<file path="src/rtl/decode_stage_if.sv">
// Decode-stage handshake bundle: fetch-side instruction input and ID/EX output toward execute.
interface decode_stage_if #(
    parameter int DATA_W = 32,
    parameter int ADDR_W = 5
);
    logic              in_valid;
    logic              in_ready;
    logic [31:0]       in_instr;
    logic [DATA_W-1:0] in_pc_plus4;
    logic              in_jal;
    logic              in_regdst;
    logic              out_valid;
    logic              out_ready;
    logic              flush;
    logic [DATA_W-1:0] out_rs_data;
    logic [DATA_W-1:0] out_rt_data;
    logic [DATA_W-1:0] out_imm;
    logic [ADDR_W-1:0] out_dest;
    logic [31:0]       out_instr;
    logic [DATA_W-1:0] out_pc_plus4;

    modport master (
        output in_valid, in_instr, in_pc_plus4, in_jal, in_regdst, out_ready, flush,
        input  in_ready, out_valid, out_rs_data, out_rt_data, out_imm, out_dest,
               out_instr, out_pc_plus4
    );

    modport slave (
        input  in_valid, in_instr, in_pc_plus4, in_jal, in_regdst, out_ready, flush,
        output in_ready, out_valid, out_rs_data, out_rt_data, out_imm, out_dest,
               out_instr, out_pc_plus4
    );
endinterface

</file>
<file path="src/rtl/decode_stage.sv">
// Instruction decode with register file, write-back bypass and ID/EX register.
// Latency 1 cycle; input stalls while the held bundle is not consumed, flush drops it.
module decode_stage #(
    parameter int DATA_W   = 32,
    parameter int REG_CNT  = 32,
    parameter int LINK_REG = REG_CNT - 1,
    localparam int ADDR_W  = $clog2(REG_CNT)
) (
    input  logic              clock,
    input  logic              reset,
    decode_stage_if.slave     bus,
    input  logic              wb_reg_write,
    input  logic [ADDR_W-1:0] wb_addr,
    input  logic              wb_jal,
    input  logic              wb_mem_to_reg,
    input  logic [DATA_W-1:0] wb_alu_result,
    input  logic [DATA_W-1:0] wb_mem_data,
    input  logic [DATA_W-1:0] wb_pc_plus4,
    input  logic [ADDR_W-1:0] dbg_addr,
    output logic [DATA_W-1:0] dbg_data
);
    logic [DATA_W-1:0] regs_q [REG_CNT];
    logic [DATA_W-1:0] regs_d [REG_CNT];

    logic              valid_q, valid_d;
    logic [DATA_W-1:0] rs_data_q, rs_data_d;
    logic [DATA_W-1:0] rt_data_q, rt_data_d;
    logic [DATA_W-1:0] imm_q, imm_d;
    logic [ADDR_W-1:0] dest_q, dest_d;
    logic [31:0]       instr_q, instr_d;
    logic [DATA_W-1:0] pc4_q, pc4_d;

    logic [DATA_W-1:0] wb_data;
    logic              wr_en;
    logic [ADDR_W-1:0] rs_idx, rt_idx;
    logic [DATA_W-1:0] rs_val, rt_val, imm_ext;
    logic [ADDR_W-1:0] dest_sel;
    logic [5:0]        opcode;
    logic              in_ready;
    logic              capture;

    assign wb_data = wb_jal        ? wb_pc_plus4 :
                     wb_mem_to_reg ? wb_mem_data : wb_alu_result;
    // r0 is never written, so it reads zero without a read-side mask
    assign wr_en   = wb_reg_write && (wb_addr != '0);

    assign rs_idx = bus.in_instr[21 +: ADDR_W];
    assign rt_idx = bus.in_instr[16 +: ADDR_W];
    assign rs_val = (wr_en && wb_addr == rs_idx) ? wb_data : regs_q[rs_idx];
    assign rt_val = (wr_en && wb_addr == rt_idx) ? wb_data : regs_q[rt_idx];
    assign opcode = bus.in_instr[31:26];

    always_comb begin
        imm_ext = {DATA_W{bus.in_instr[15]}};
        case (opcode)
            6'd9, 6'd11, 6'd12, 6'd13, 6'd14: begin
                imm_ext        = '0;
                imm_ext[15:0]  = bus.in_instr[15:0];
            end
            // lui: bits above 31 are already filled with instr[15], the new bit 31
            6'd15: imm_ext[31:0] = {bus.in_instr[15:0], 16'h0000};
            default: imm_ext[15:0] = bus.in_instr[15:0];
        endcase
    end

    assign dest_sel = bus.in_jal    ? ADDR_W'(LINK_REG) :
                      bus.in_regdst ? bus.in_instr[11 +: ADDR_W] : rt_idx;

    assign in_ready = !bus.flush && (!valid_q || bus.out_ready);
    assign capture  = bus.in_valid && in_ready;

    always_comb begin
        regs_d = regs_q;
        if (wr_en) begin
            regs_d[wb_addr] = wb_data;
        end
    end

    always_comb begin
        valid_d   = valid_q;
        rs_data_d = rs_data_q;
        rt_data_d = rt_data_q;
        imm_d     = imm_q;
        dest_d    = dest_q;
        instr_d   = instr_q;
        pc4_d     = pc4_q;
        if (bus.flush) begin
            valid_d = 1'b0;
        end else if (capture) begin
            valid_d   = 1'b1;
            rs_data_d = rs_val;
            rt_data_d = rt_val;
            imm_d     = imm_ext;
            dest_d    = dest_sel;
            instr_d   = bus.in_instr;
            pc4_d     = bus.in_pc_plus4;
        end else if (bus.out_ready) begin
            valid_d = 1'b0;
        end
    end

    always_ff @(posedge clock or posedge reset) begin
        if (reset) begin
            for (int i = 0; i < REG_CNT; i++) begin
                regs_q[i] <= '0;
            end
            valid_q   <= 1'b0;
            rs_data_q <= '0;
            rt_data_q <= '0;
            imm_q     <= '0;
            dest_q    <= '0;
            instr_q   <= '0;
            pc4_q     <= '0;
        end else begin
            regs_q    <= regs_d;
            valid_q   <= valid_d;
            rs_data_q <= rs_data_d;
            rt_data_q <= rt_data_d;
            imm_q     <= imm_d;
            dest_q    <= dest_d;
            instr_q   <= instr_d;
            pc4_q     <= pc4_d;
        end
    end

    assign bus.in_ready     = in_ready;
    assign bus.out_valid    = valid_q;
    assign bus.out_rs_data  = rs_data_q;
    assign bus.out_rt_data  = rt_data_q;
    assign bus.out_imm      = imm_q;
    assign bus.out_dest     = dest_q;
    assign bus.out_instr    = instr_q;
    assign bus.out_pc_plus4 = pc4_q;
    assign dbg_data         = regs_q[dbg_addr];
endmodule
</file>
<file path="src/flat_wrapper.sv">
// flat-port wrapper written by rule: the top's interface ports become plain ports
module decode_stage_flat 
#(
    parameter int DATA_W   = 32,
    parameter int REG_CNT  = 32,
    parameter int LINK_REG = REG_CNT - 1,
    localparam int ADDR_W  = $clog2(REG_CNT)
)
  (clock, reset, wb_reg_write, wb_addr, wb_jal, wb_mem_to_reg, wb_alu_result, wb_mem_data, wb_pc_plus4, dbg_addr, dbg_data, bus_in_valid, bus_in_instr, bus_in_pc_plus4, bus_in_jal, bus_in_regdst, bus_out_ready, bus_flush, bus_in_ready, bus_out_valid, bus_out_rs_data, bus_out_rt_data, bus_out_imm, bus_out_dest, bus_out_instr, bus_out_pc_plus4);
  decode_stage_if #(.DATA_W(DATA_W)) bus_i ();
  input  logic clock;
  input  logic reset;
  input  logic wb_reg_write;
  input  logic [ADDR_W-1:0] wb_addr;
  input  logic wb_jal;
  input  logic wb_mem_to_reg;
  input  logic [DATA_W-1:0] wb_alu_result;
  input  logic [DATA_W-1:0] wb_mem_data;
  input  logic [DATA_W-1:0] wb_pc_plus4;
  input  logic [ADDR_W-1:0] dbg_addr;
  output logic [DATA_W-1:0] dbg_data;
  input wire logic [$bits(bus_i.in_valid)-1:0] bus_in_valid;
  input wire logic [$bits(bus_i.in_instr)-1:0] bus_in_instr;
  input wire logic [$bits(bus_i.in_pc_plus4)-1:0] bus_in_pc_plus4;
  input wire logic [$bits(bus_i.in_jal)-1:0] bus_in_jal;
  input wire logic [$bits(bus_i.in_regdst)-1:0] bus_in_regdst;
  input wire logic [$bits(bus_i.out_ready)-1:0] bus_out_ready;
  input wire logic [$bits(bus_i.flush)-1:0] bus_flush;
  output wire logic [$bits(bus_i.in_ready)-1:0] bus_in_ready;
  output wire logic [$bits(bus_i.out_valid)-1:0] bus_out_valid;
  output wire logic [$bits(bus_i.out_rs_data)-1:0] bus_out_rs_data;
  output wire logic [$bits(bus_i.out_rt_data)-1:0] bus_out_rt_data;
  output wire logic [$bits(bus_i.out_imm)-1:0] bus_out_imm;
  output wire logic [$bits(bus_i.out_dest)-1:0] bus_out_dest;
  output wire logic [$bits(bus_i.out_instr)-1:0] bus_out_instr;
  output wire logic [$bits(bus_i.out_pc_plus4)-1:0] bus_out_pc_plus4;
  assign bus_i.in_valid = bus_in_valid;
  assign bus_i.in_instr = bus_in_instr;
  assign bus_i.in_pc_plus4 = bus_in_pc_plus4;
  assign bus_i.in_jal = bus_in_jal;
  assign bus_i.in_regdst = bus_in_regdst;
  assign bus_i.out_ready = bus_out_ready;
  assign bus_i.flush = bus_flush;
  assign bus_in_ready = bus_i.in_ready;
  assign bus_out_valid = bus_i.out_valid;
  assign bus_out_rs_data = bus_i.out_rs_data;
  assign bus_out_rt_data = bus_i.out_rt_data;
  assign bus_out_imm = bus_i.out_imm;
  assign bus_out_dest = bus_i.out_dest;
  assign bus_out_instr = bus_i.out_instr;
  assign bus_out_pc_plus4 = bus_i.out_pc_plus4;
  decode_stage #(.DATA_W(DATA_W), .REG_CNT(REG_CNT), .LINK_REG(LINK_REG)) u_core (.clock(clock), .reset(reset), .bus(bus_i), .wb_reg_write(wb_reg_write), .wb_addr(wb_addr), .wb_jal(wb_jal), .wb_mem_to_reg(wb_mem_to_reg), .wb_alu_result(wb_alu_result), .wb_mem_data(wb_mem_data), .wb_pc_plus4(wb_pc_plus4), .dbg_addr(dbg_addr), .dbg_data(dbg_data));
endmodule
</file>
<file path="config.mk">
export PLATFORM = sky130hd
export DESIGN_NAME = decode_stage_flat
export DESIGN_NICKNAME = d
export VERILOG_FILES = /design/src/rtl/decode_stage_if.sv /design/src/rtl/decode_stage.sv /design/src/flat_wrapper.sv
export SDC_FILE = /design/constraint.sdc
export NUM_CORES = 2
export LEC_CHECK = 0
export ABC_AREA = 1
export BUFFER_PORTS_ARGS = -buffer_cell sky130_fd_sc_hd__buf_2
export CAP_MARGIN = 20
export CORE_ASPECT_RATIO = 2
export CORE_MARGIN = 3
export CORE_UTILIZATION = 41
export CTS_BUF_LIST = sky130_fd_sc_hd__clkbuf_8 sky130_fd_sc_hd__clkbuf_16
export CTS_CLUSTER_DIAMETER = 120
export CTS_CLUSTER_SIZE = 12
export DETAILED_ROUTE_END_ITERATION = 10
export PLACE_DENSITY_LB_ADDON = 0.15
export SYNTH_ARGS = -nofsm -noshare
export SYNTH_HDL_FRONTEND = slang
export SYNTH_SLANG_ARGS = --single-unit
</file>
<file path="constraint.sdc">
create_clock -name clock -period 86.9 [get_ports clock]
set_clock_uncertainty 0.2 [all_clocks]
set_input_delay 8.69 -clock clock [delete_from_list [all_inputs] [get_ports clock]]
set_output_delay 8.69 -clock clock [all_outputs]
set_load 0.005 [all_outputs]
</file>
==> results_dict.tcl <==
set metrics [dict create \
    critPathSlowestCell "buf_4" \
    r2r_end "u_core.bus.out_rs_data[29]" \
    hold_buffers 0 \
    tns_ns 0 \
    grt_pass1_vias 78125 \
    crit_top_cell "nand2_1" \
    cts_resized 0 \
    cts_buffers 109 \
    period_share_pct 25.5 \
    final.min_clock_period_ns 22.13 \
    cp-start-kind "input port" \
    yosysMostFrequentCell "nand2_1" \
    crit_fanout 111 \
    grt_max_degree 208 \
    path_delay_family "buffers and inverters" \
    grt_pass1_wl_um 522000 \
    endpoint_kind "output pin" \
    yosysUniqueCellTypes 32 \
    drive_gt1_share_pct 6.73 \
    clock_latency_ns 0.78 \
    fmax_mhz 45.2 \
    boundaryPins 379 \
    route.vias.total 81833 \
    die_h_um 610 \
    drv_slew 0 \
    dp.final_hpwl_um 198000 \
    reg2reg_slack_ns 83.40 \
    drtPass1Iterations 9 \
    critPathArrivalTime_ns 13.24 \
    clock_sinks 1190 \
    area_delta_synth_final_pct 6.86 \
    powerDensity_mw_per_mm2 20.8 \
    vdd_drop_max_mv 0.0166 \
    place_area_mm2 0.0770 \
    grtUsageTotal_pct 37.2 \
    syn_inst 11432 \
    cts_tree "done" \
    coreArea_mm2 0.181 \
    dp_cells 13238 \
    status "finished clean" \
    synth_area_leaders "dfrtp_1 (40%), nand2_1 (23%), nand3_1 (11%)" \
    cp.required_ns 78.01 \
    drt_iter0_markers 11282 \
    tightest_slew_ns 1.24 \
    rr_startpoint "u_core.bus.out_valid" \
    async_flop_share_pct 100 \
    cp-endpoint "dbg_data[8]" \
    h-tree-depth 3 \
    synth_top_area_share_pct 39.8 \
    cpPeakStageDelay_ns 0.85 \
    grt-ovfl-total 0 \
    synth_top_area_cell "dfrtp_1" \
    final_core_util_pct 44.1 \
    synth-seq-area-share_pct 39.8 \
    worst-r2r-cell-count 10 \
    synth_common_cells "nand2_1 (4593), nand3_1 (1602), o21ai_0 (1377)" \
    antenna_found_initial 19 \
    cp_num_buf_inv 5 \
    ys_ff_latch 1190 \
    p_leak_nw 38.7 \
    drv_cap 0 \
    rsz0062_at_grt "no" \
    initial_core_util_pct 41.2 \
    final_area_mm2 0.0799 \
    drcViolationCount 0 \
    synth_nets 11612 \
    nNetsFinal 11189 \
    post_drt_wl_per_cell_um 26.7 \
    critPathLaunch "dbg_addr[0]" \
    finalNonFillerCells 13367 \
    fp.dieW_um 308 \
    hold_viol 0 \
    via_per_inst 6.12 \
    fillers 18901 \
    finalSetupViolations 0 \
    avgSynthCellArea_um2 6.54 \
    ant_nets 0 \
    relSlewSlack_pct 17.5 \
    io_buffers 378 \
    ys_warn_count 0 \
    path_cells "buf_8 -> buf_4 -> buf_4 -> buf_4 -> nand2_1 -> a21oi_1 -> a21oi_1 -> a21oi_1 -> o21ai_0 -> nand2_1 -> nand2_1 -> nand2_1 -> buf_2" \
    gp_congestion 0.903 \
    wirelength_um 357000 \
    fp-row-count 221 \
    cp.depth 13 \
    synth_edf_count 0 \
    cts_root_buffer "clkbuf_16" \
    post-cts-setup-buffer-count 0 \
    critPathKind "in2out" \
    dominantRegCellSynth "dfrtp_1" \
    hold_slack_ns 0.206 \
    syn_area_mm2 0.0748 \
    die_area_mm2 0.188 \
    hp-class "reg2reg" \
    path_clk_slew_ns 0.07 \
    clock_path_buffers 3 \
]
-- sequential cells by signal, indices dropped and copies added, names as in the netlist --
| signal | cells |
|---|---|
| u_core.regs_q | 1024 |
| u_core.bus.out_dest | 5 |
| u_core.bus.out_rs_data | 32 |
| u_core.bus.out_rt_data | 32 |
| u_core.bus.out_valid | 1 |
| u_core.bus.out_instr | 32 |
| u_core.bus.out_pc_plus4 | 32 |
| u_core.bus.out_imm | 32 |
-- stage by stage --
step | total power [mW] | setup WS (ns)
finish | 1.66 | 64.77
floorplan | 1.05 | 44.49
CTS | 1.65 | 65.06
global route | 1.75 | 64.71
detailed placement | 1.20 | 65.06
global placement | 1.19 | 65.08
-- cells in the final DEF, fill, tap and decap left out, types with 8 or more instances in the layout --
master / instances
a211oi_1: 11
a21oi_1: 173
buf_12: 10
buf_2: 366
buf_4: 121
clkbuf_16: 111
dfrtp_1: 1190
diode_2: 13
inv_1: 384
nand2_1: 4567
nand2_4: 32
nand3_1: 1602
nor2_1: 437
nor3_2: 8
o211ai_1: 96
o21a_1: 31
o21ai_0: 1376
o21ai_1: 17
o21bai_1: 184
o221ai_1: 165
o22ai_1: 21
or2_2: 49
-- power by group --
| group | total [mW] | internal (mW) | switching (mW) |
|---|---|---|---|
| combinational | 0.431 | 0.150 | 0.281 |
| clock | 0.452 | 0.224 | 0.228 |
| sequential | 0.776 | 0.662 | 0.114 |
-- per-layer routing --
metal	GRT usage, %	share of wire [%]	vias to the layer above
met5	0	0.030	-
li1	-	-	36383
met2	59.0	45	5341
met4	31.4	10	16
met1	43.1	35	38611
met3	7.34	10	1482
-- cells by family after synthesis --
logic type                share of synthesized area [%]
AOI/OAI and AO/OA                                  15.9
xor gates and xnor gates                         0.0937
buffers and inverters                              7.52
DFF                                                39.8
muxes                                            0.0134
and+or+nand+nor                                    36.7
-- final cells by class --
type / instances / area [µm²] / area share, %
well taps: 2341 / 2930 / 3.67
multi-input cells: 8796 / 39600 / 49.6
clock buffers: 111 / 2780 / 3.48
flip-flops and latches: 1190 / 29800 / 37.3
clock inverters: 4 / 66.3 / 0.0830
diodes: 13 / 32.5 / 0.0407
inverters: 405 / 1600 / 2.00
repair buffers: 507 / 3090 / 3.87
-- how the worst min path moves through the flow --
| stage | from | end | slack [ns] | cells after the start |
|---|---|---|---|---|
| 5_1_grt | u_core.regs_q[1003] | u_core.regs_q[1003] | 0.22 | 0 |
| 6_report | u_core.regs_q[1003] | u_core.regs_q[1003] | 0.21 | 0 |
| 3_5_place_dp | u_core.regs_q[1003] | u_core.regs_q[1003] | 0.19 | 0 |
| 4_1_cts | u_core.regs_q[1003] | u_core.regs_q[1003] | 0.21 | 0 |
| 2_1_floorplan | u_core.regs_q[1001] | u_core.regs_q[1001] | 0.25 | 1 |
| 3_3_place_gp | u_core.regs_q[1023] | u_core.regs_q[1023] | 0.19 | 0 |
-- worst register-to-register path, delay by kind of cell (launching register included) --
family          cells  cell delay, ns
flops               1            0.37
compound gates      1            0.26
simple gates        5            1.04
buf+inv             4            1.55
Note: power is estimated with default switching activity, not from simulation.
